`src/rtl/instr_encoder_pkg.sv`:
```
// ============================================================================
//  Module      : instr_encoder_pkg
//  Description : Shared processor encoding package: operation enum, opcode and
//                func field values, encoder FSM states and word-pack helpers.
//  Revision    : 1.0 - initial release
// ============================================================================
`default_nettype none

package instr_encoder_pkg;

    typedef enum logic [4:0] {
        OP_ADD  = 5'd0,
        OP_SUB  = 5'd1,
        OP_AND  = 5'd2,
        OP_OR   = 5'd3,
        OP_SLT  = 5'd4,
        OP_SLL  = 5'd5,
        OP_SRL  = 5'd6,
        OP_ROTR = 5'd7,
        OP_CLO  = 5'd8,
        OP_CLZ  = 5'd9,
        OP_MUL  = 5'd10,
        OP_ADDI = 5'd11,
        OP_ORI  = 5'd12,
        OP_SW   = 5'd13,
        OP_LW   = 5'd14,
        OP_BNE  = 5'd15
    } op_e;

    // Major opcodes
    localparam logic [5:0] c_OPC_SPECIAL  = 6'b000000;
    localparam logic [5:0] c_OPC_SPECIAL2 = 6'b011100;
    localparam logic [5:0] c_OPC_ADDI     = 6'b001000;
    localparam logic [5:0] c_OPC_ORI      = 6'b001101;
    localparam logic [5:0] c_OPC_SW       = 6'b101011;
    localparam logic [5:0] c_OPC_LW       = 6'b100011;
    localparam logic [5:0] c_OPC_BNE      = 6'b000101;

    // SPECIAL func codes
    localparam logic [5:0] c_FN_ADD  = 6'b100000;
    localparam logic [5:0] c_FN_SUB  = 6'b100010;
    localparam logic [5:0] c_FN_AND  = 6'b100100;
    localparam logic [5:0] c_FN_OR   = 6'b100101;
    localparam logic [5:0] c_FN_SLT  = 6'b101010;
    localparam logic [5:0] c_FN_SLL  = 6'b000000;
    localparam logic [5:0] c_FN_SRL  = 6'b000010;
    localparam logic [5:0] c_FN_ROTR = 6'b000110;

    // SPECIAL2 func codes
    localparam logic [5:0] c_FN2_CLO = 6'b100001;
    localparam logic [5:0] c_FN2_CLZ = 6'b100000;
    localparam logic [5:0] c_FN2_MUL = 6'b000010;

    typedef enum logic [1:0] {
        S_IDLE  = 2'd0,
        S_WRITE = 2'd1,
        S_FULL  = 2'd2
    } enc_state_e;

    function automatic logic [31:0] pack_r(
        input logic [5:0] opc,
        input logic [4:0] rs,
        input logic [4:0] rt,
        input logic [4:0] rd,
        input logic [4:0] shamt,
        input logic [5:0] fn
    );
        return {opc, rs, rt, rd, shamt, fn};
    endfunction

    function automatic logic [31:0] pack_i(
        input logic [5:0]  opc,
        input logic [4:0]  rs,
        input logic [4:0]  rt,
        input logic [15:0] imm
    );
        return {opc, rs, rt, imm};
    endfunction

endpackage

`default_nettype wire

```
`src/rtl/instr_encoder_if.sv`:
```
// ============================================================================
//  Module      : instr_encoder_if
//  Description : Descriptor input, base control, status and instruction-memory
//                write port of the instruction encoder.
//  Revision    : 1.0 - initial release
// ============================================================================
`default_nettype none

interface instr_encoder_if #(
    parameter int AW = 8
);
    logic          in_valid;
    logic          in_ready;
    logic [4:0]    in_op;
    logic [4:0]    in_rs;
    logic [4:0]    in_rt;
    logic [4:0]    in_rd;
    logic [4:0]    in_shamt;
    logic [15:0]   in_imm;

    logic          base_we;
    logic [AW-1:0] base_addr;

    logic          imem_we;
    logic [AW-1:0] imem_addr;
    logic [31:0]   imem_wdata;
    logic          imem_ack;

    logic [AW:0]   word_count;
    logic          err_illegal;

    // Loader plus memory side
    modport master (
        output in_valid, in_op, in_rs, in_rt, in_rd, in_shamt, in_imm,
        output base_we, base_addr,
        output imem_ack,
        input  in_ready, imem_we, imem_addr, imem_wdata, word_count, err_illegal
    );

    // Encoder side
    modport slave (
        input  in_valid, in_op, in_rs, in_rt, in_rd, in_shamt, in_imm,
        input  base_we, base_addr,
        input  imem_ack,
        output in_ready, imem_we, imem_addr, imem_wdata, word_count, err_illegal
    );

endinterface

`default_nettype wire

```
`src/rtl/instr_field_pack.sv`:
```
// ============================================================================
//  Module      : instr_field_pack
//  Description : Combinational op + fields to 32-bit instruction word, with a
//                flag for operation codes outside the defined set.
//  Revision    : 1.0 - initial release
// ============================================================================
`default_nettype none

module instr_field_pack
    import instr_encoder_pkg::*;
(
    input  logic [4:0]  i_op,
    input  logic [4:0]  i_rs,
    input  logic [4:0]  i_rt,
    input  logic [4:0]  i_rd,
    input  logic [4:0]  i_shamt,
    input  logic [15:0] i_imm,
    output logic [31:0] o_word,
    output logic        o_illegal
);

    always_comb begin
        o_word    = '0;
        o_illegal = 1'b0;
        case (i_op)
            OP_ADD:  o_word = pack_r(c_OPC_SPECIAL, i_rs, i_rt, i_rd, 5'd0, c_FN_ADD);
            OP_SUB:  o_word = pack_r(c_OPC_SPECIAL, i_rs, i_rt, i_rd, 5'd0, c_FN_SUB);
            OP_AND:  o_word = pack_r(c_OPC_SPECIAL, i_rs, i_rt, i_rd, 5'd0, c_FN_AND);
            OP_OR:   o_word = pack_r(c_OPC_SPECIAL, i_rs, i_rt, i_rd, 5'd0, c_FN_OR);
            OP_SLT:  o_word = pack_r(c_OPC_SPECIAL, i_rs, i_rt, i_rd, 5'd0, c_FN_SLT);
            // Immediate shifts carry the amount in shamt and leave rs zero
            OP_SLL:  o_word = pack_r(c_OPC_SPECIAL, 5'd0, i_rt, i_rd, i_shamt, c_FN_SLL);
            OP_SRL:  o_word = pack_r(c_OPC_SPECIAL, 5'd0, i_rt, i_rd, i_shamt, c_FN_SRL);
            OP_ROTR: o_word = pack_r(c_OPC_SPECIAL, i_rs, i_rt, i_rd, 5'd0, c_FN_ROTR);
            // Count-leading ops name the destination in both rt and rd
            OP_CLO:  o_word = pack_r(c_OPC_SPECIAL2, i_rs, i_rd, i_rd, 5'd0, c_FN2_CLO);
            OP_CLZ:  o_word = pack_r(c_OPC_SPECIAL2, i_rs, i_rd, i_rd, 5'd0, c_FN2_CLZ);
            OP_MUL:  o_word = pack_r(c_OPC_SPECIAL2, i_rs, i_rt, i_rd, 5'd0, c_FN2_MUL);
            OP_ADDI: o_word = pack_i(c_OPC_ADDI, i_rs, i_rt, i_imm);
            OP_ORI:  o_word = pack_i(c_OPC_ORI,  i_rs, i_rt, i_imm);
            OP_SW:   o_word = pack_i(c_OPC_SW,   i_rs, i_rt, i_imm);
            OP_LW:   o_word = pack_i(c_OPC_LW,   i_rs, i_rt, i_imm);
            OP_BNE:  o_word = pack_i(c_OPC_BNE,  i_rs, i_rt, i_imm);
            default: o_illegal = 1'b1;
        endcase
    end

endmodule

`default_nettype wire

```
`src/rtl/instr_encoder.sv`:
```
// ============================================================================
//  Module      : instr_encoder
//  Description : Encodes operation descriptors and writes them sequentially to
//                instruction memory. Optional macro ENC_ILLEGAL_TRAP_EN traps
//                illegal ops (not written, sticky err_illegal).
//  Revision    : 1.0 - initial release
// ============================================================================
`default_nettype none

module instr_encoder
    import instr_encoder_pkg::*;
#(
    parameter int AW = 8
)(
    input  logic          clk,
    input  logic          rst,
    instr_encoder_if.slave bus
);

    localparam logic [AW:0] c_CAPACITY = {1'b1, {AW{1'b0}}};

    enc_state_e    r_state;
    logic [AW-1:0] r_ptr;
    logic [AW-1:0] r_addr;
    logic [31:0]   r_wdata;
    logic          r_we;
    logic [AW:0]   r_count;

    logic [31:0]   w_word;
    logic          w_illegal;
    logic          w_in_ready;
    logic          w_accept;
    logic          w_trap;
    logic          w_start;
    logic [AW:0]   w_count_inc;

    instr_field_pack u_pack (
        .i_op      (bus.in_op),
        .i_rs      (bus.in_rs),
        .i_rt      (bus.in_rt),
        .i_rd      (bus.in_rd),
        .i_shamt   (bus.in_shamt),
        .i_imm     (bus.in_imm),
        .o_word    (w_word),
        .o_illegal (w_illegal)
    );

    assign w_in_ready  = (r_state == S_IDLE) && !rst;
    // base_we on the same edge claims the cycle, so the descriptor is refused
    assign w_accept    = bus.in_valid && w_in_ready && !bus.base_we;
    assign w_start     = w_accept && !w_trap;
    assign w_count_inc = r_count + 1'b1;

`ifdef ENC_ILLEGAL_TRAP_EN
    logic r_err;

    assign w_trap          = w_illegal;
    assign bus.err_illegal = r_err;

    always_ff @(posedge clk) begin
        if (rst) begin
            r_err <= 1'b0;
        end else if (bus.base_we && (r_state != S_WRITE)) begin
            r_err <= 1'b0;
        end else if (w_accept && w_illegal) begin
            r_err <= 1'b1;
        end
    end
`else
    logic w_unused_illegal;

    // Illegal ops already pack to the all-zero nop and are written as such
    assign w_trap           = 1'b0;
    assign w_unused_illegal = w_illegal;
    assign bus.err_illegal  = 1'b0;
`endif

    always_ff @(posedge clk) begin
        if (rst) begin
            r_state <= S_IDLE;
            r_ptr   <= '0;
            r_addr  <= '0;
            r_wdata <= '0;
            r_we    <= 1'b0;
            r_count <= '0;
        end else if (bus.base_we && (r_state != S_WRITE)) begin
            r_state <= S_IDLE;
            r_ptr   <= bus.base_addr;
            r_count <= '0;
        end else begin
            case (r_state)
                S_IDLE: begin
                    if (w_start) begin
                        r_addr  <= r_ptr;
                        r_wdata <= w_word;
                        r_we    <= 1'b1;
                        r_state <= S_WRITE;
                    end
                end
                S_WRITE: begin
                    if (bus.imem_ack) begin
                        r_we    <= 1'b0;
                        r_ptr   <= r_ptr + 1'b1;
                        r_count <= w_count_inc;
                        r_state <= (w_count_inc == c_CAPACITY) ? S_FULL : S_IDLE;
                    end
                end
                S_FULL: begin
                    r_state <= S_FULL;
                end
                default: begin
                    r_state <= S_IDLE;
                    r_we    <= 1'b0;
                end
            endcase
        end
    end

    assign bus.in_ready   = w_in_ready;
    assign bus.imem_we    = r_we;
    assign bus.imem_addr  = r_addr;
    assign bus.imem_wdata = r_wdata;
    assign bus.word_count = r_count;

endmodule

`default_nettype wire

```
`src/flat_wrapper.sv`:
```
// flat-port wrapper written by rule: the top's interface ports become plain ports
module instr_encoder_flat import instr_encoder_pkg::*;
#(
    parameter int AW = 8
)
  (clk, rst, bus_in_valid, bus_in_op, bus_in_rs, bus_in_rt, bus_in_rd, bus_in_shamt, bus_in_imm, bus_base_we, bus_base_addr, bus_imem_ack, bus_in_ready, bus_imem_we, bus_imem_addr, bus_imem_wdata, bus_word_count, bus_err_illegal);
  instr_encoder_if #(.AW(AW)) bus_i ();
  input  logic clk;
  input  logic rst;
  input wire logic [$bits(bus_i.in_valid)-1:0] bus_in_valid;
  input wire logic [$bits(bus_i.in_op)-1:0] bus_in_op;
  input wire logic [$bits(bus_i.in_rs)-1:0] bus_in_rs;
  input wire logic [$bits(bus_i.in_rt)-1:0] bus_in_rt;
  input wire logic [$bits(bus_i.in_rd)-1:0] bus_in_rd;
  input wire logic [$bits(bus_i.in_shamt)-1:0] bus_in_shamt;
  input wire logic [$bits(bus_i.in_imm)-1:0] bus_in_imm;
  input wire logic [$bits(bus_i.base_we)-1:0] bus_base_we;
  input wire logic [$bits(bus_i.base_addr)-1:0] bus_base_addr;
  input wire logic [$bits(bus_i.imem_ack)-1:0] bus_imem_ack;
  output wire logic [$bits(bus_i.in_ready)-1:0] bus_in_ready;
  output wire logic [$bits(bus_i.imem_we)-1:0] bus_imem_we;
  output wire logic [$bits(bus_i.imem_addr)-1:0] bus_imem_addr;
  output wire logic [$bits(bus_i.imem_wdata)-1:0] bus_imem_wdata;
  output wire logic [$bits(bus_i.word_count)-1:0] bus_word_count;
  output wire logic [$bits(bus_i.err_illegal)-1:0] bus_err_illegal;
  assign bus_i.in_valid = bus_in_valid;
  assign bus_i.in_op = bus_in_op;
  assign bus_i.in_rs = bus_in_rs;
  assign bus_i.in_rt = bus_in_rt;
  assign bus_i.in_rd = bus_in_rd;
  assign bus_i.in_shamt = bus_in_shamt;
  assign bus_i.in_imm = bus_in_imm;
  assign bus_i.base_we = bus_base_we;
  assign bus_i.base_addr = bus_base_addr;
  assign bus_i.imem_ack = bus_imem_ack;
  assign bus_in_ready = bus_i.in_ready;
  assign bus_imem_we = bus_i.imem_we;
  assign bus_imem_addr = bus_i.imem_addr;
  assign bus_imem_wdata = bus_i.imem_wdata;
  assign bus_word_count = bus_i.word_count;
  assign bus_err_illegal = bus_i.err_illegal;
  instr_encoder #(.AW(AW)) u_core (.clk(clk), .rst(rst), .bus(bus_i));
endmodule
```
`config.mk`:
```
export PLATFORM = sky130hd
export DESIGN_NAME = instr_encoder_flat
export DESIGN_NICKNAME = d
export VERILOG_FILES = /design/src/rtl/instr_encoder_pkg.sv /design/src/rtl/instr_encoder_if.sv /design/src/rtl/instr_field_pack.sv /design/src/rtl/instr_encoder.sv /design/src/flat_wrapper.sv
export SDC_FILE = /design/constraint.sdc
export NUM_CORES = 1
export LEC_CHECK = 0
export BUFFER_PORTS_ARGS = -buffer_cell sky130_fd_sc_hd__buf_2
export CORE_MARGIN = 2
export CORE_UTILIZATION = 53
export DETAILED_ROUTE_END_ITERATION = 8
export HOLD_SLACK_MARGIN = 0.03
export PLACE_DENSITY = 0.95
export SLEW_MARGIN = 5
export SYNTH_ARGS = -nofsm -noshare
export SYNTH_HDL_FRONTEND = slang
export SYNTH_SLANG_ARGS = --single-unit
```
`constraint.sdc`:
```
create_clock -name clk -period 2.5 [get_ports clk]
set_input_delay 0 -clock clk [delete_from_list [all_inputs] [get_ports clk]]
set_output_delay 0 -clock clk [all_outputs]
set_load 0.01 [all_outputs]
```
* Word-level counts from Yosys, hierarchy flattened
Cells that the tools add are included.
** Cells by class
- $add $sub $neg :: 2
- Eq/ne operators :: 21
- Muxes and demuxes :: 11
- Bitwise operators :: 2
- Reductions and logical operators :: 16
** Operators by type and width (count)
- $pmux 32 s16 :: 1
- $eq 5x4->1 const B :: 8
- $mux 8 :: 3
- $eq 5x3->1 const B :: 4
- $eq 5x2->1 const B :: 2
- $add 9x1->9 const B :: 1
- $eq 9x9->1 const B :: 1
- $add 8x1->8 const B :: 1
- $mux 2 :: 3
- $pmux 2 s3 :: 1
- $reduce_and 2->1 :: 3
- $eq 5x1->1 const B :: 1
- $logic_not 5->1 :: 1
- $logic_and 1x1->1 :: 4
- $ne 2x1->1 const B :: 2
- $reduce_and 4->1 :: 1
- $reduce_bool 2->1 :: 2
- $pmux 1 s3 :: 1
- $reduce_and 3->1 :: 1
- $eq 2x1->1 const B :: 1
- $eq 2x2->1 const B :: 1
- $logic_not 1->1 :: 2
- $logic_not 2->1 :: 1
- $mux 1 :: 2
- other kinds (3) :: 4
** Storage, ports and cells
- Flip-flop bits (word level) :: 60
- Bits of input ports :: 54
- Output and inout port bits :: 52
- Logic and storage cells :: 58

* Logic depth before layout (Yosys ltp)
Gate-level depths: netlist of the first run.
- Word-level depth :: 6
- Gate-level depth with buffers :: 7
- Depth with buffers taken out :: 6

* Modules after synthesis
Synthesis of the first run repeated with hierarchy kept, for this count alone.
** Unflattened totals
- Cells, all modules :: 405
- Area, all modules :: 3158.0 um^2
** By module, submodules not included
- instr_encoder :: instances 1, cells each 320, area an instance 2566.2 um^2, sequential area each 1201.2 um^2
- instr_field_pack :: instances 1, cells each 85, area an instance 591.8 um^2, sequential area each 0.0 um^2

* Worst setup path after synthesis of the first run
No wires, ideal clock.
- Path kind :: flip-flop to flip-flop
- Start point :: reg u_core.r_count[0] (netlist: u_core.bus.word_count[0])
- End point :: reg u_core.r_state[1]
- Library setup time :: 0.116 ns
- Data arrival time :: 1.317 ns
- Required time :: 2.384 ns
- Setup slack :: 1.066 ns
- Stages on the path, launching flop included :: 7
- Path buffers :: 1
- Period minus slack after synthesis :: 1.434 ns
- Cells stage by stage :: dfxtp_1 -> and3_1 -> clkbuf_1 -> a211oi_1 -> a41oi_1 -> nor4_1 -> a31o_2
** On the way
- Word-level cells in the longest chain between the ends :: 5
** RTL lines
- start: declaration :: RTL line instr_encoder.sv:27 : logic [AW:0] r_count;
- start signal: assignment :: RTL line instr_encoder.sv:104 : r_count <= w_count_inc;
- $add 9x1->9 :: RTL line instr_encoder.sv:52 : assign w_count_inc = r_count + 1'b1;
- $eq 9x9->1 :: RTL line instr_encoder.sv:105 : r_state <= (w_count_inc == c_CAPACITY) ? S_FULL : S_IDLE;
- $mux 2 :: RTL line instr_encoder.sv:105
- $mux 2 :: RTL line instr_encoder.sv:101 : if (bus.imem_ack) begin
- $pmux 2 s3 :: RTL line instr_encoder.sv:91 : case (r_state)
- end signal: assignment :: RTL line instr_encoder.sv:105
- end: declaration :: RTL line instr_encoder.sv:22 : enc_state_e r_state;
Every way passes these cells. The select of a mux whose other input is x is not followed.
A chain may end at the register's enable or synchronous reset.

* Final worst setup path of the first run
- Start point :: reg u_core.r_state[1]
- End point :: reg u_core.r_wdata[8] (netlist: u_core.bus.imem_wdata[8])
** On the way
- Word-level cells in the longest chain between the ends :: 5
- Elaborated cells on any way between the ends :: 8
- Classes of those cells :: eq/ne (1); bitwise (1); reduce/logical (6)
** RTL lines
- $logic_not 2->1 :: RTL line instr_encoder.sv:48, instr_encoder.sv:91
- $logic_and 1x1->1 :: RTL line instr_encoder.sv:48 : assign w_in_ready = (r_state == S_IDLE) && !rst;
- $logic_and 1x1->1 (2 in a row) :: RTL line instr_encoder.sv:50 : assign w_accept = bus.in_valid && w_in_ready && !bus.base_we;
- $reduce_and 3->1 (no source line) (*)
- end signal: assignment :: RTL line instr_encoder.sv:95 : r_wdata <= w_word;
- end: declaration :: RTL line instr_encoder.sv:25 : logic [31:0] r_wdata;
Mark *: on every way between the ends. The rest lies on a longest branch, timed or not.

==> results.py, run 1 <==
metrics = {
    "floorplan": {
        "die_area_sq_mm": 0.005868,
        "die_x_um": 76.61,
        "rows": 26,
        "die_h_um": 76.61,
        "core_sq_mm": 0.005107,
        "start_util_pct": 54.70,
        "io_pins": 106,
    },
    "critical_path": {
        "crit_path_max_incr_delay_ns": 0.60,
        "worst_path_max_delay_cell": "dlygate4sd3_1",
        "critPathKind": "reg -> reg",
        "rr_worst_depth": 6,
        "endpoint_kind": "register",
        "crit_chain": "nor2_1 > nand3_1 > buf_12 > a221oi_1 > dlygate4sd3_1 > nor3_1",
        "crit_required_ns": 2.71,
        "worstPathArrival_ns": 2.51,
        "cp_max_fo": 33,
        "start_kind": "register",
    },
    "synth": {
        "ys_async_sr_fraction_pct": 0,
        "synth_area_sq_mm": 0.002794,
        "synth_edf_count": 0,
        "seq_area_frac_synth_pct": 42.27,
        "synth-seq-cells": 59,
        "synth_warnings": 0,
        "ys.flop_type": "dfxtp_1",
        "syn_nets": 393,
        "syn_inst": 337,
        "yosysUniqueCellTypes": 52,
        "syn_area_per_cell_sq_um": 8.291,
        "synth_top_area_share_pct": 42.27,
        "ys_top_cells_by_area": "dfxtp_1 (42%), nor2_1 (6.9%), a22oi_1 (5.9%), nand2_1 (5.4%), a21oi_1 (5.0%)",
        "yosys.area.top_type": "dfxtp_1",
    },
    "placed_design": {
        "place_ws_ns": 0.6908,
        "dpl_cell_area_sq_mm": 0.003299,
        "port_buffers": 104,
        "hpwl_um": 5249,
        "routabilityCongestion": 0.8922,
    },
    "final_layout": {
        "stdcell_area_sq_mm": 0.003794,
        "nets": 514,
        "finalCoreUtilization_pct": 74.28,
        "areaGrowthSynthToFinish_pct": 35.78,
        "fillers": 355,
        "drive_above_1_share_pct": 29.37,
        "insertedDiodeCount": 0,
    },
    "power": {
        "p_leak_nw": 1.675,
        "power_mw": 2.115,
        "cellPowerDensity_mw_per_mm2": 557.5,
        "ir_worst_vdd_mv": 0.3584,
    },
    "sta": {
        "tightest_slew_ns": 0.7859,
        "slew_headroom_pct": 47.41,
        "setup_violations": 0,
        "slew_viol_final": 0,
        "fin_ws_ns": 0.1948,
        "fmax_mhz": 433.8,
        "min_period_ns": 2.305,
        "tns_ns": 0,
        "finClkSkew_ns": 0.01010,
        "final.period_utilization_pct": 92.21,
        "hold_viol_final": 0,
        "rsz0062_at_grt": "no",
    },
    "global_routing": {
        "grt_pass1_vias": 2814,
        "gr-total-overflow": 0,
        "grt_pass1_wl_um": 13120,
        "grt_max_degree": 53,
        "antenna_found_initial": 0,
        "track_usage_pct": 27.99,
    },
    "drt": {
        "dr.pass1.iters": 5,
        "top_layer": "met4",
        "wl_met1_um": 3396,
        "vias": 3056,
        "post_drt_via_cell_ratio": 5.734,
        "met3_length_um": 582,
        "wirelength_um": 8351,
        "drc": 0,
        "drt_iter0_markers": 294,
        "postRouteAntennaNets": 0,
        "wl_per_cell_um": 15.67,
        "wl_met2_um": 4002,
    },
    "clock_network": {
        "path_clk_slew_ns": 0.07,
        "numCtsBuffers": 9,
        "root_buffer": "clkbuf_8",
        "clock-sinks": 59,
        "clk_path_buf_depth": 2,
        "clk_latency_ns": 0.34,
        "post_cts.repair.setup_buffers": 0,
        "cts_tree": "yes",
        "htree_levels": 3,
    },
    "worst_hold_path": {
        "whs_path_depth": 4,
        "worst_hold_path_type": "in -> reg",
    },
    "run": {
        "drv_cap": 0,
    },
    "status": {
        "outcome": "finished, final reports clean",
    },
}
per-stage QoR:
stage | hold slack, ns | cells
after floorplan | 0.1483 | 337
after global placement | 0.2414 | 487
after detailed placement | 0.2475 | 487
after CTS | 0.03085 | 533
after global routing | 0.05119 | 533
final | 0.03561 | 533
per-layer routing:
layer | GRT usage (%) | up-vias
met5 | 0 | -
met4 | 17.64 | 0
met3 | 5.569 | 34
met2 | 45.84 | 174
met1 | 33.61 | 1414
li1 | - | 1434
power by group:
group	internal (mW)	switching [mW]	total [mW]
registers	0.963	0.0213	0.985
clock network	0.482	0.384	0.866
logic	0.126	0.139	0.264
registers in the layout (all words and copies together), names as in the netlist:
signal                 cells
u_core.bus.imem_addr       8
u_core.bus.imem_wdata     31
u_core.bus.imem_we         1
u_core.bus.word_count      9
u_core.r_ptr               8
u_core.r_state             2
cells in the final DEF (no fill, tap or decap), types with 2 or more instances in the layout:
cell / count
a211oi_1: 5
xnor2_1: 4
nand3_1: 7
a31oi_1: 2
inv_1: 3
a221oi_1: 6
a22o_1: 5
nand4_1: 2
a22oi_1: 22
nand2b_1: 5
clkinv_2: 3
nor3_2: 2
mux2_2: 5
clkbuf_8: 10
or2_2: 2
xor2_1: 12
ha_1: 2
dlygate4sd3_1: 30
and3_1: 3
nor3_1: 8
dfxtp_1: 59
buf_2: 104
o22ai_1: 2
nor2_1: 51
nor4_1: 2
and4_1: 2
nor2b_1: 2
and2_1: 2
o21ai_0: 6
nand2_1: 40
o2bb2ai_1: 2
a21oi_1: 28
buf_4: 2
worst max-delay path, delay by kind of cell (launching register included):
kind	cells	cell delay [ns]
AOI/OAI and AO/OA	1	0.24
buffers and inverters	2	0.92
DFF	1	0.37
and+or+nand+nor	3	0.66
cells in the mapped netlist, types with 6 or more instances:
library cell and count:
dfxtp_1 59, nor2_1 51, nand2_1 40, a21oi_1 28, a22oi_1 22, clkbuf_1 12
xor2_1 12, buf_2 10, nor3_1 8, nand3_1 7, a221oi_1 6, o21ai_0 6
worst paths after layout:
path | slack [ns] | endpoint | from
hold / removal | 0.04 | u_core.bus.imem_wdata[12] | bus_in_imm[12]
setup / recovery | 0.19 | u_core.bus.imem_wdata[8] | u_core.r_state[1]
hold reg to reg | 0.46 | u_core.bus.imem_wdata[29] | u_core.bus.imem_wdata[29]
setup reg to reg | 0.19 | u_core.bus.imem_wdata[8] | u_core.r_state[1]
final cells by class:
class / count / area (sq um) / share of cell area [%]
multi-input cells: 248 / 1464 / 38.59
flip-flops and latches: 59 / 1181 / 31.13
repair buffers: 137 / 855.8 / 22.56
clock buffers: 11 / 141.4 / 3.727
well taps: 70 / 87.58 / 2.309
clock inverters: 5 / 52.55 / 1.385
inverters: 3 / 11.26 / 0.2968
logic make-up after synthesis:
kind of cell	share of synthesized area [%]
and+or+nand+nor	23.65
AOI/OAI and AO/OA	20.69
DFF	42.27
buffers and inverters	5.329
xor gates and xnor gates	5.016
muxes	2.015
adders and majority gates	0.8955
other	0.1342
what timing repair did:
item | in CTS | in global routing
resized for setup | 0 | 0
hold endpoints to repair | 24 | 0
hold buffers | 30 | 0
Power figures use the tool's default switching activity.
==> run 2, diff against run 1 <==
- RECOVER_POWER: not set -> 25
==> run 2 against run 1 <==
  * Global-route usage did not move
  * Power fell by 0.15%
  * Worst setup slack improved by 0.021 ns
  * Die area did not move
  * Clock-buffer cell count did not move
  * Via count fell by 0.62%
  * Final cell count stayed put
  * Maximum frequency increased by 0.91%
  * First-iteration DRC count decreased by 10%
  * Clock power barely moved
==> results.py, run 2 (synthesis results as in run 1) <==
metrics = {
    "final_layout": {
        "drive_above_1_share_pct": 23.54,
        "areaGrowthSynthToFinish_pct": 34.57,
        "multi_input_area_sq_mm": 0.001464,
        "final-instance-count-excl-fill": 533,
        "insertedDiodeCount": 0,
        "fillers": 373,
        "nets": 514,
        "layout_commonest_cell": "buf_2",
        "final-seq-area_sq_mm": 0.001181,
        "largest_register_ff_count": 31,
        "layout_common_cells": "buf_2 (77), dfxtp_1 (59), nor2_1 (51), nand2_1 (40), dlygate4sd3_1 (30)",
    },
    "power": {
        "p_sw_uw": 542.9,
        "seqPwrFrac_pct": 46.6,
        "p_comb_share_pct": 12.3,
        "p_int_mw": 1.569,
        "ir_worst_vdd_mv": 0.3570,
        "clock_power_share_pct": 41.0,
        "p_leak_nw": 1.558,
        "sw_frac_of_total_pct": 25.71,
        "cellPowerDensity_mw_per_mm2": 561.7,
    },
    "global_routing": {
        "track_usage_pct": 27.99,
        "grt_max_degree": 53,
        "antenna_found_initial": 0,
        "grt_pass1_vias": 2814,
        "gr-total-overflow": 0,
        "grt_pass1_wl_um": 13120,
    },
    "drt": {
        "postRouteAntennaNets": 0,
        "vias": 3037,
        "wl_per_cell_um": 15.56,
        "drt_iter0_markers": 264,
        "wirelength_um": 8291,
        "dr.pass1.iters": 5,
        "drc": 0,
        "post_drt_via_cell_ratio": 5.698,
    },
    "critical_path": {
        "crit_path_max_incr_delay_ns": 0.60,
        "regToRegSetupSlack_ns": 0.22,
        "r2r-end": "u_core.bus.imem_wdata[8]",
        "cp.depth": 6,
        "cp_max_fo": 33,
        "critPathKind": "reg -> reg",
        "endpoint": "u_core.bus.imem_wdata[8]",
        "r2r-start": "u_core.r_state[1]",
        "worstPathArrival_ns": 2.49,
        "crit_required_ns": 2.71,
        "cp-startpoint": "u_core.r_state[1]",
        "path_buf_inv": 2,
        "start_kind": "register",
        "crit_chain": "nor2_1 > nand3_1 > buf_12 > a221oi_1 > dlygate4sd3_1 > nor3_1",
        "endpoint_kind": "register",
        "rr_worst_depth": 6,
        "cp_top_family": "buffers and inverters",
        "worst_path_max_delay_cell": "dlygate4sd3_1",
    },
    "floorplan": {
        "io_pins": 106,
        "core_sq_mm": 0.005107,
        "rows": 26,
        "start_util_pct": 54.70,
        "die_x_um": 76.61,
        "die_h_um": 76.61,
        "die_area_sq_mm": 0.005868,
    },
    "placed_design": {
        "port_buffers": 104,
        "routabilityCongestion": 0.8922,
        "hpwl_um": 5249,
        "dp.cells": 487,
    },
    "sta": {
        "tightest_slew_ns": 0.8096,
        "tns_ns": 0,
        "rsz0062_at_grt": "no",
        "slew_headroom_pct": 45.83,
        "min_period_ns": 2.284,
        "fmax_mhz": 437.8,
        "final.period_utilization_pct": 91.37,
        "finClkSkew_ns": 0.01042,
        "slew_viol_final": 0,
        "hold_viol_final": 0,
        "setup_violations": 0,
    },
    "run": {
        "drv_cap": 0,
    },
    "status": {
        "outcome": "finished, final reports clean",
    },
    "worst_hold_path": {
        "whs_path_depth": 4,
        "worst_hold_path_type": "in -> reg",
    },
    "clock_network": {
        "root_buffer": "clkbuf_8",
        "post_cts_resized": 0,
        "htree_levels": 3,
        "clk_latency_ns": 0.34,
        "clock-sinks": 59,
        "path_clk_slew_ns": 0.07,
        "numCtsBuffers": 9,
        "clk_path_buf_depth": 2,
        "cts_tree": "yes",
    },
}
[run 2: cell count changes in the layout (fill, tap and decap cells not counted), sizes merged]
cell	change
buf	-27
clkbuf	+27
[run 2: metrics by stage]
step                hold WS (ns)  area [sq um]  worst slack (ns)  util, %  total power [mW]
floorplan                 0.1483          2794             1.066        -             1.137
global placement          0.2414          3299            0.8029    64.60             1.216
detailed placement        0.2475          3299            0.6908    64.60             1.224
CTS                      0.03085          3794            0.2829    74.28             2.103
global route             0.05119          3760           0.04260    73.62             2.169
finish                   0.03758          3760            0.2157    73.62             2.112
[run 2: layer usage]
layer / part of all wire, % / vias to the layer above / global-route usage (%)
met5: 0 / - / 0
met2: 48 / 159 / 45.84
met4: 4.7 / 0 / 17.64
met1: 41 / 1404 / 33.61
met3: 6.3 / 39 / 5.569
li1: - / 1435 / -
[run 2: worst min-delay path by stage]
stage                    start                        end
2_1_floorplan     bus_in_rs[0]  u_core.bus.imem_wdata[21]
3_3_place_gp      bus_in_rs[1]  u_core.bus.imem_wdata[22]
3_5_place_dp      bus_in_rs[0]  u_core.bus.imem_wdata[21]
4_1_cts        bus_in_shamt[1]   u_core.bus.imem_wdata[7]
5_1_grt         bus_in_imm[12]  u_core.bus.imem_wdata[12]
6_report        bus_in_imm[12]  u_core.bus.imem_wdata[12]
[run 2: power by group through the flow]
stage,Clock (mW),Sequential (mW),Combinational (mW)
2_1_floorplan,0,1.01,0.130
3_3_place_gp,0,1.00,0.213
3_5_place_dp,0,1.00,0.219
4_1_cts,0.864,0.984,0.255
5_1_grt,0.899,0.987,0.283
6_report,0.866,0.985,0.261
[run 2: worst register-to-register path: stages (launching register included)]
cell and delay (ns):
dfxtp_1 0.37, nor2_1 0.21, nand3_1 0.38, buf_12 0.31, a221oi_1 0.24, dlygate4sd3_1 0.60, nor3_1 0.05
[run 2: final cells by class]
cell class	instances	area share, %
multi-input cells	248	38.93
flip-flops and latches	59	31.41
repair buffers	137	21.86
clock buffers	11	3.760
well taps	70	2.329
clock inverters	5	1.398
inverters	3	0.2995
[run 2: timing repair]
| item | in CTS | in global routing |
|---|---|---|
| hold endpoints to repair | 24 | 0 |
| endpoints found under the setup margin | 0 | 0 |
| hold buffers | 30 | 0 |
| setup buffers | 0 | 0 |
==> run 3, diff against run 2 <==
- REMOVE_ABC_BUFFERS: not set -> 1
==> run 3 against run 2 <==
  * Die area stayed put
  * Sequential share of layout area is 0.30 points higher
  * Register-to-register slack better by 0.27 ns
  * Non-clock buffer count is 1 lower
  * Utilization is 0.69 points lower
  * First-iteration DRC count is 7.2% lower
  * Critical path depth stayed put
  * Hold slack better by 0.0075 ns
  * Via count is 0.66% higher
  * Clock power is 5.7% lower
  * Maximum frequency is 13% higher
  * Critical endpoint unchanged
  * Wire length is 1.0% higher
==> results.py, run 3 (synthesis results as in run 1) <==
metrics = {
    "final_layout": {
        "largest_register_ff_count": 31,
        "areaGrowthSynthToFinish_pct": 33.32,
        "nets": 513,
        "drive_above_1_share_pct": 23.64,
        "layout_commonest_cell": "buf_2",
        "fillers": 411,
        "layout_common_cells": "buf_2 (77), dfxtp_1 (59), nor2_1 (51), nand2_1 (40), dlygate4sd3_1 (29)",
        "insertedDiodeCount": 0,
    },
    "sta": {
        "tns_ns": 0,
        "slew_viol_final": 0,
        "setup_violations": 0,
        "finClkSkew_ns": 0.002859,
        "hold_viol_final": 0,
        "final.period_utilization_pct": 80.65,
        "tightest_slew_ns": 0.7473,
        "rsz0062_at_grt": "no",
        "slew_headroom_pct": 49.99,
        "min_period_ns": 2.016,
        "fmax_mhz": 496.0,
    },
    "critical_path": {
        "r2r-start": "u_core.r_state[0]",
        "cp_max_fo": 22,
        "crit_required_ns": 2.73,
        "critPathKind": "reg -> reg",
        "rr_worst_depth": 6,
        "endpoint_kind": "register",
        "start_kind": "register",
        "r2r-end": "u_core.bus.imem_wdata[8]",
        "worstPathArrival_ns": 2.25,
        "regToRegSetupSlack_ns": 0.48,
    },
    "clock_network": {
        "clk_path_buf_depth": 2,
        "cts_tree": "yes",
        "numCtsBuffers": 9,
        "path_clk_slew_ns": 0.06,
        "clock-sinks": 59,
        "htree_levels": 3,
        "root_buffer": "clkbuf_8",
        "clk_latency_ns": 0.33,
        "post_cts_resized": 0,
    },
    "global_routing": {
        "gr-total-overflow": 0,
        "grt_pass1_vias": 2823,
        "grt_pass1_wl_um": 13160,
        "track_usage_pct": 28.06,
        "grt_max_degree": 53,
        "antenna_found_initial": 0,
    },
    "placed_design": {
        "port_buffers": 104,
        "hpwl_um": 5272,
        "routabilityCongestion": 0.8400,
    },
    "drt": {
        "dr.pass1.iters": 4,
        "drt_iter0_markers": 245,
        "postRouteAntennaNets": 0,
        "wirelength_um": 8378,
        "wl_per_cell_um": 15.78,
        "vias": 3057,
        "post_drt_via_cell_ratio": 5.757,
        "drc": 0,
    },
    "floorplan": {
        "core_sq_mm": 0.005107,
        "die_h_um": 76.61,
        "die_area_sq_mm": 0.005868,
        "die_x_um": 76.61,
        "rows": 26,
        "io_pins": 106,
        "start_util_pct": 54.70,
    },
    "power": {
        "seqPwrFrac_pct": 47.7,
        "cellPowerDensity_mw_per_mm2": 553.9,
        "p_comb_share_pct": 12.7,
        "sw_frac_of_total_pct": 25.75,
        "clock_power_share_pct": 39.6,
        "power_mw": 2.063,
        "p_int_mw": 1.532,
        "p_leak_nw": 1.547,
        "p_sw_uw": 531.2,
        "ir_worst_vdd_mv": 0.3576,
    },
    "worst_hold_path": {
        "whs_path_depth": 4,
        "worst_hold_path_type": "in -> reg",
        "hold_path_end": "u_core.bus.imem_wdata[15]",
        "hold_start": "bus_in_rd[4]",
    },
    "status": {
        "outcome": "finished, final reports clean",
    },
    "run": {
        "drv_cap": 0,
    },
}
-- run 3: changes by cell type in the layout (fill, tap and decap cells not counted), sizes merged --
cell and delta:
clkinv +1, dlygate4sd3 -1, clkbuf -2
-- run 3: metal layers --
metal,GRT usage (%),vias to the layer above,routed length [um]
met4,15.45,0,369
met3,5.924,36,568
li1,-,1432,-
met2,48.32,170,4131
met1,32.37,1419,3309
met5,0,-,0
-- run 3: timing repair --
action                                 4_1_cts  5_1_grt
hold buffers                                29        0
buffers inserted                             0        0
endpoints found under the hold margin       23        0
-- run 3: critical path, stage by stage (launching register included) --
cell           delay (ns)
dfxtp_1              0.47
nor2_1               0.12
nand3_1              0.11
buf_4                0.27
a221oi_1             0.07
dlygate4sd3_1        0.61
nor3_1               0.26
-- run 3: stage by stage --
| step | util, % | hold WS (ns) | instances | worst slack, ns | instance area [sq um] |
|---|---|---|---|---|---|
| 6_report | 72.93 | 0.04506 | 531 | 0.4839 | 3725 |
| 5_1_grt | 72.93 | 0.05680 | 531 | 0.2970 | 3725 |
| 4_1_cts | 73.59 | 0.03563 | 531 | 0.6088 | 3759 |
| 3_5_place_dp | 64.36 | 0.2525 | 487 | 0.7352 | 3287 |
| 3_3_place_gp | 64.36 | 0.2336 | 487 | 0.8589 | 3287 |
| 2_1_floorplan | - | 0.04670 | 310 | 0.5006 | 2656 |
-- run 3: area by class of cell --
class / instances / area (sq um) / area share, %
clock inverter: 6 / 57.56 / 1.545
inverter: 3 / 11.26 / 0.3023
tap: 70 / 87.58 / 2.351
timing repair buffer: 136 / 799.5 / 21.46
sequential: 59 / 1181 / 31.71
multi-input combinational: 248 / 1464 / 39.30
clock buffer: 9 / 123.9 / 3.326
-- run 3: worst max path at each step --
stage	startpoint	end	slack, ns
floorplan	u_core.r_state[0]	u_core.bus.imem_wdata[27]	0.50
global route	u_core.r_state[0]	u_core.bus.imem_wdata[8]	0.30
global placement	u_core.r_state[0]	u_core.bus.imem_wdata[25]	0.86
detailed placement	u_core.r_state[0]	u_core.r_ptr[6]	0.74
CTS	u_core.r_state[0]	u_core.bus.imem_wdata[9]	0.61
finish	u_core.r_state[0]	u_core.bus.imem_wdata[8]	0.48
-- run 3: power groups by stage --
stage          clock network, mW  logic (mW)  registers, mW
2_1_floorplan                  0       0.101           1.01
5_1_grt                    0.872       0.283          0.987
4_1_cts                    0.824       0.254          0.983
3_5_place_dp                   0       0.217           1.00
6_report                   0.817       0.262          0.985
3_3_place_gp                   0       0.211           1.00
